File: src/rtl/fifo_pkg.sv
// Shared types and helpers for the single-clock flagged FIFO.
package fifo_pkg;

  typedef enum logic {
    ERR_STICKY  = 1'b0,
    ERR_DYNAMIC = 1'b1
  } err_mode_e;

  // Width needed to hold a count from 0 up to and including depth.
  function automatic int cnt_width(input int depth);
    return $clog2(depth + 1);
  endfunction

endpackage

File: src/rtl/fifo_s1_ram.sv
// DEPTH x DATA_WIDTH storage: synchronous write, asynchronous (show-ahead) read.
module fifo_s1_ram #(
  parameter int DATA_WIDTH = 32,
  parameter int DEPTH      = 8,
  parameter int AW         = 3
) (
  input  logic                  clk,
  input  logic                  i_wr_en,
  input  logic [AW-1:0]         i_wr_addr,
  input  logic [DATA_WIDTH-1:0] i_wr_data,
  input  logic [AW-1:0]         i_rd_addr,
  output logic [DATA_WIDTH-1:0] o_rd_data
);

  logic [DATA_WIDTH-1:0] r_mem [DEPTH];

  // Write port; contents are deliberately left unreset.
  always_ff @(posedge clk) begin
    if (i_wr_en) r_mem[i_wr_addr] <= i_wr_data;
  end

  assign o_rd_data = r_mem[i_rd_addr];

endmodule

File: src/rtl/fifo_s1_flags.sv
// Single-clock FIFO with registered status flags, word count and selectable error mode.
module fifo_s1_flags
  import fifo_pkg::*;
#(
  parameter int        DATA_WIDTH = 32,
  parameter int        DEPTH      = 8,
  parameter int        AE_LEVEL   = 1,
  parameter int        AF_LEVEL   = 1,
  parameter err_mode_e ERR_MODE   = ERR_STICKY,
  localparam int       CW         = cnt_width(DEPTH)
) (
  input  logic                  clk,
  input  logic                  rst_n,
  input  logic                  push_req_n,
  input  logic                  pop_req_n,
  input  logic [DATA_WIDTH-1:0] data_in,
  output logic [DATA_WIDTH-1:0] data_out,
  output logic [CW-1:0]         word_count,
  output logic                  empty,
  output logic                  almost_empty,
  output logic                  half_full,
  output logic                  almost_full,
  output logic                  full,
  output logic                  error
);

  localparam int          PW       = (DEPTH > 1) ? $clog2(DEPTH) : 1;
  localparam logic [PW-1:0] PTR_LAST = PW'(DEPTH - 1);
  localparam logic [CW-1:0] CNT_MAX  = CW'(DEPTH);
  localparam logic [CW-1:0] AE_CNT   = CW'(AE_LEVEL);
  localparam logic [CW-1:0] HF_CNT   = CW'((DEPTH + 1) / 2);
  localparam logic [CW-1:0] AF_CNT   = CW'(DEPTH - AF_LEVEL);

  if (DATA_WIDTH < 1 || DATA_WIDTH > 1024) begin : g_bad_width
    $error("fifo_s1_flags: DATA_WIDTH out of range");
  end
  if (DEPTH < 2 || DEPTH > 256) begin : g_bad_depth
    $error("fifo_s1_flags: DEPTH out of range");
  end
  if (AE_LEVEL < 1 || AE_LEVEL > DEPTH - 1) begin : g_bad_ae
    $error("fifo_s1_flags: AE_LEVEL out of range");
  end
  if (AF_LEVEL < 1 || AF_LEVEL > DEPTH - 1) begin : g_bad_af
    $error("fifo_s1_flags: AF_LEVEL out of range");
  end

  logic [PW-1:0]         r_wr_ptr, r_rd_ptr;
  logic [CW-1:0]         r_count;
  logic                  r_empty, r_aempty, r_half, r_afull, r_full, r_error;
  logic                  w_push_ok, w_pop_ok, w_viol;
  logic [CW-1:0]         w_next_count;
  logic [DATA_WIDTH-1:0] w_rd_data;

  // A pop frees a slot in the same cycle, so a full FIFO still accepts a paired push.
  assign w_pop_ok  = !pop_req_n && !r_empty;
  assign w_push_ok = !push_req_n && (!r_full || w_pop_ok);
  assign w_viol    = (!push_req_n && r_full && !w_pop_ok) || (!pop_req_n && r_empty);

  // Next occupancy; flags are derived from this so they move with word_count.
  always_comb begin
    w_next_count = r_count;
    if (w_push_ok && !w_pop_ok) w_next_count = r_count + CW'(1);
    else if (w_pop_ok && !w_push_ok) w_next_count = r_count - CW'(1);
  end

  // Pointers, count and flag registers.
  always_ff @(posedge clk or negedge rst_n) begin
    if (!rst_n) begin
      r_wr_ptr <= '0;
      r_rd_ptr <= '0;
      r_count  <= '0;
      r_empty  <= 1'b1;
      r_aempty <= 1'b1;
      r_half   <= 1'b0;
      r_afull  <= 1'b0;
      r_full   <= 1'b0;
    end else begin
      if (w_push_ok) r_wr_ptr <= (r_wr_ptr == PTR_LAST) ? '0 : r_wr_ptr + PW'(1);
      if (w_pop_ok)  r_rd_ptr <= (r_rd_ptr == PTR_LAST) ? '0 : r_rd_ptr + PW'(1);
      r_count  <= w_next_count;
      r_empty  <= (w_next_count == '0);
      r_aempty <= (w_next_count <= AE_CNT);
      r_half   <= (w_next_count >= HF_CNT);
      r_afull  <= (w_next_count >= AF_CNT);
      r_full   <= (w_next_count == CNT_MAX);
    end
  end

  // Error: latched until reset in sticky mode, one-cycle echo of the violation otherwise.
  always_ff @(posedge clk or negedge rst_n) begin
    if (!rst_n) r_error <= 1'b0;
    else if (ERR_MODE == ERR_DYNAMIC) r_error <= w_viol;
    else r_error <= r_error | w_viol;
  end

  fifo_s1_ram #(
    .DATA_WIDTH (DATA_WIDTH),
    .DEPTH      (DEPTH),
    .AW         (PW)
  ) u_ram (
    .clk       (clk),
    .i_wr_en   (w_push_ok),
    .i_wr_addr (r_wr_ptr),
    .i_wr_data (data_in),
    .i_rd_addr (r_rd_ptr),
    .o_rd_data (w_rd_data)
  );

  assign data_out     = r_empty ? '0 : w_rd_data;
  assign word_count   = r_count;
  assign empty        = r_empty;
  assign almost_empty = r_aempty;
  assign half_full    = r_half;
  assign almost_full  = r_afull;
  assign full         = r_full;
  assign error        = r_error;

  // Requests must be known whenever the FIFO is out of reset.
  a_req_known: assert property (@(posedge clk) disable iff (!rst_n)
    !$isunknown({push_req_n, pop_req_n}));

endmodule

File: config.mk
export PLATFORM = sky130hd
export DESIGN_NAME = fifo_s1_flags
export DESIGN_NICKNAME = d
export VERILOG_FILES = /design/src/rtl/fifo_pkg.sv /design/src/rtl/fifo_s1_ram.sv /design/src/rtl/fifo_s1_flags.sv
export SDC_FILE = /design/constraint.sdc
export NUM_CORES = 1
export LEC_CHECK = 0
export ABC_AREA = 1
export CAP_MARGIN = 25
export CELL_PAD_IN_SITES_DETAIL_PLACEMENT = 1
export CELL_PAD_IN_SITES_GLOBAL_PLACEMENT = 1
export CORE_ASPECT_RATIO = 0.8
export CORE_UTILIZATION = 51
export CTS_BUF_LIST = sky130_fd_sc_hd__clkbuf_8 sky130_fd_sc_hd__clkbuf_16
export DETAILED_ROUTE_END_ITERATION = 6
export PLACE_DENSITY_LB_ADDON = 0.1
export SLEW_MARGIN = 20
export SYNTH_ARGS = -nofsm -noshare
export SYNTH_HDL_FRONTEND = slang
export SYNTH_SLANG_ARGS = --single-unit
File: constraint.sdc
create_clock -name clk -period 4.61 [get_ports clk]
set_input_delay 0.6915 -clock clk [delete_from_list [all_inputs] [get_ports clk]]
set_output_delay 0.6915 -clock clk [all_outputs]
set_load 0.01 [all_outputs]
==> impl_metrics.csv <==
group,metric,value,unit
global_route,grt_use_met3,2.98,%
detailed_routing,drc_errors,0,
detailed_routing,wl,26.8,mm
die,placementRows,47,
cells_and_area,final_nets,1028,
timing,fmax,0.260,GHz
worst_setup_path,crit_family,"buffers and inverters",
clocking,cts_resized,0,
detailed_routing,vias_per_cell,5.67,
placed_design,placed_cell_area,12100,µm²
timing,holdWs,0.502,ns
detailed_routing,antenna_left,0,
die,core,21000,µm²
die,pin_count,78,
clocking,clock-sinks,272,
timing,fin_crit,3.85,ns
logic_synthesis,syn_area_per_cell,12.1,µm²
timing,skew,0.00654,ns
power,power,8.79,mW
clocking,cts_tree,"done",
cells_and_area,final_core_util,61.9,%
worst_setup_path,path_buf_inv,3,
timing,rsz0062_at_grt,"false",
logic_synthesis,synth_largest_area_cell,"edfxtp_1",
logic_synthesis,synth_area_leaders,"edfxtp_1 69%, nor2_1 8.8%, o21ai_0 8.0%, dfrtp_1 3.2%, o21ai_1 2.3%",
clocking,clock-root-buffer,"clkbuf_16",
timing,finalSetupTns,0,ns
power,p_per_area,677,nW/µm²
cells_and_area,final_cells,1277,
logic_synthesis,synth-seq-cells,272,
run,maxCapViolations,0,
worst_setup_path,arrival,3.16,ns
cells_and_area,diodes,0,
worst_setup_path,critPathKind,"reg -> out",
worst_setup_path,worst_path_largest_cell_delay,0.58,ns
global_route,grtUsageTotal,24.5,%
detailed_routing,vias,7245,
cells_and_area,final_area,13000,µm²
global_route,antenna_found_initial,0,
logic_synthesis,yosys-top-cells-count,"261 x nor2_1, 256 x edfxtp_1, 176 x o21ai_0, 51 x o21ai_1, 39 x nand2_1",
worst_setup_path,slowest_stage,"clkdlybuf4s50_1",
timing,report.final.slew_viol_count,0,
global_route,grt.met2_usage,44.7,%
logic_synthesis,synth_edf_count,256,
cells_and_area,drive_above_1_share,8.23,%
detailed_routing,dr.pass1.iters,4,
power,leakagePower,4.49,nW
logic_synthesis,yosys_warnings,0,
logic_synthesis,ys_types,28,
global_route,grt_max_degree,80,
timing,worstMarginPinSlew,0.848,ns
timing,min_period_over_period,83.5,%
worst_setup_path,cp-end-kind,"output port",
global_route,grt-ovfl-total,0,
clocking,cts-hold-fix-buffers,0,
die,die_x,167,µm
worst_setup_path,worstPathCellList,"clkinv_2, buf_4, o21ai_0, o21ai_1, nor2_1, nor2_1, clkdlybuf4s50_1",
timing,slew_headroom,43.4,%
logic_synthesis,yosysMostFrequentCell,"nor2_1",
die,initial_utilization,52.7,%
logic_synthesis,synthArstFlopShare,5.88,%
clocking,cts_made_buffers,28,
worst_setup_path,critPathLaunchType,"flop",
clocking,cts.path.max_buffers,3,
worst_setup_path,cp_max_fo,50,
power,peakVddDrop,0.407,mV
die,die-height,134,µm
timing,finalSetupViolCount,0,
clocking,post-cts-setup-buffers,0,
worst_setup_path,crit_top_cell,"nor2_1",
global_route,use_met1,31.7,%
detailed_routing,drt_iter0_drc,515,
logic_synthesis,synth.yosys.seq_area_share,73.1,%
detailed_routing,drt-wirelength-per-cell,21.0,µm
logic_synthesis,netlist_area,11100,µm²
global_route,top_usage_layer,"met2",
logic_synthesis,synth_nets,957,
placed_design,gp_congestion,0.772,
clocking,h-tree-depth,1,
placed_design,hpwl,15.9,mm
timing,hold_viol_final,0,
worst_setup_path,cp.required,3.92,ns
min_path,hp-class,"reg -> reg",
die,dieArea,22300,µm²
global_route,grt_pass1_wl,42.2,mm
logic_synthesis,synth-main-ff-cell,"edfxtp_1",
logic_synthesis,yosysTopAreaCellShare,69.4,%
cells_and_area,area_growth,17.3,%
placed_design,preCtsSetupSlack,1.21,ns
clocking,clk_pin_slew_worst_paths,0.06,ns
placed_design,port_buffers,77,
logic_synthesis,syn_inst,915,
clocking,clk_latency,0.53,ns
status,outcome,"finished clean",
global_route,grt_pass1_vias,7892,
timing,worst_slack,0.762,ns
placed_design,place_inst,1224,
## routing by layer
| metal | up-vias | wire, µm |
|---|---|---|
| li1 | 3362 | - |
| met1 | 3669 | 11700 |
| met2 | 172 | 13600 |
| met3 | 42 | 1020 |
| met4 | 0 | 493 |
| met5 | - | 0 |
## worst register-to-register path, delay by kind of cell, from the launching register on
family                 cells  cell delay [ns]
buffers and inverters      3             1.09
flip-flops                 1             0.40
AND/OR/NAND/NOR            5             1.23
## cell type report
cell class / count / area [µm²]
clock buffer: 30 / 739
inverter: 22 / 83.8
timing repair buffer: 94 / 931
clock inverter: 22 / 163
fill: 2077 / 8010
sequential: 272 / 8100
tap: 269 / 337
multi-input combinational: 568 / 2640
## report_power, final
part	leakage [nW]	internal, mW	total, mW	switching, mW
Sequential	2.51	3.10	3.32	0.226
Clock	0.480	1.31	2.20	0.889
Combinational	1.50	1.26	3.27	2.01
Total	4.49	5.66	8.79	3.13
## state kept, by name, indices dropped and copies added (netlist names)
register / flops
full: 1
error: 1
half_full: 1
r_rd_ptr: 3
almost_empty: 1
empty: 1
word_count: 4
almost_full: 1
u_ram.r_mem: 256
r_wr_ptr: 3
## worst paths after layout
check                             from                end  slack [ns]  cells past startpoint
setup reg to reg                 empty  u_ram.r_mem[5][1]        1.58                      8
hold reg to reg                  error              error        0.50                      2
hold / removal                   error              error        0.50                      2
setup / recovery           r_rd_ptr[0]       data_out[10]        0.76                      7
max in group asynchronous        rst_n        r_rd_ptr[0]        3.46                      1
min in group asynchronous        rst_n          half_full        0.60                      1
## logic make-up after synthesis
logic type	Yosys count	share of synthesized area, %
flops	272	73.1
compound gates	233	10.6
xor+xnor	2	0.158
simple gates	327	11.8
fa+ha+maj	6	0.678
buf+inv	75	3.68
## cell usage in the layout (no fill, tap or decap), drive strengths merged
master and instances:
a21oi 3, buf 17, bufinv 3, clkbuf 30, clkdlybuf4s50 77, clkinv 9, dfrtp 14, dfstp 2
edfxtp 256, ha 6, inv 32, nand2 40, nand3 12, nor2 272, o21ai 229, o22ai 1
or2 3, xnor2 1, xor2 1
Power figures use the tool's default switching activity.
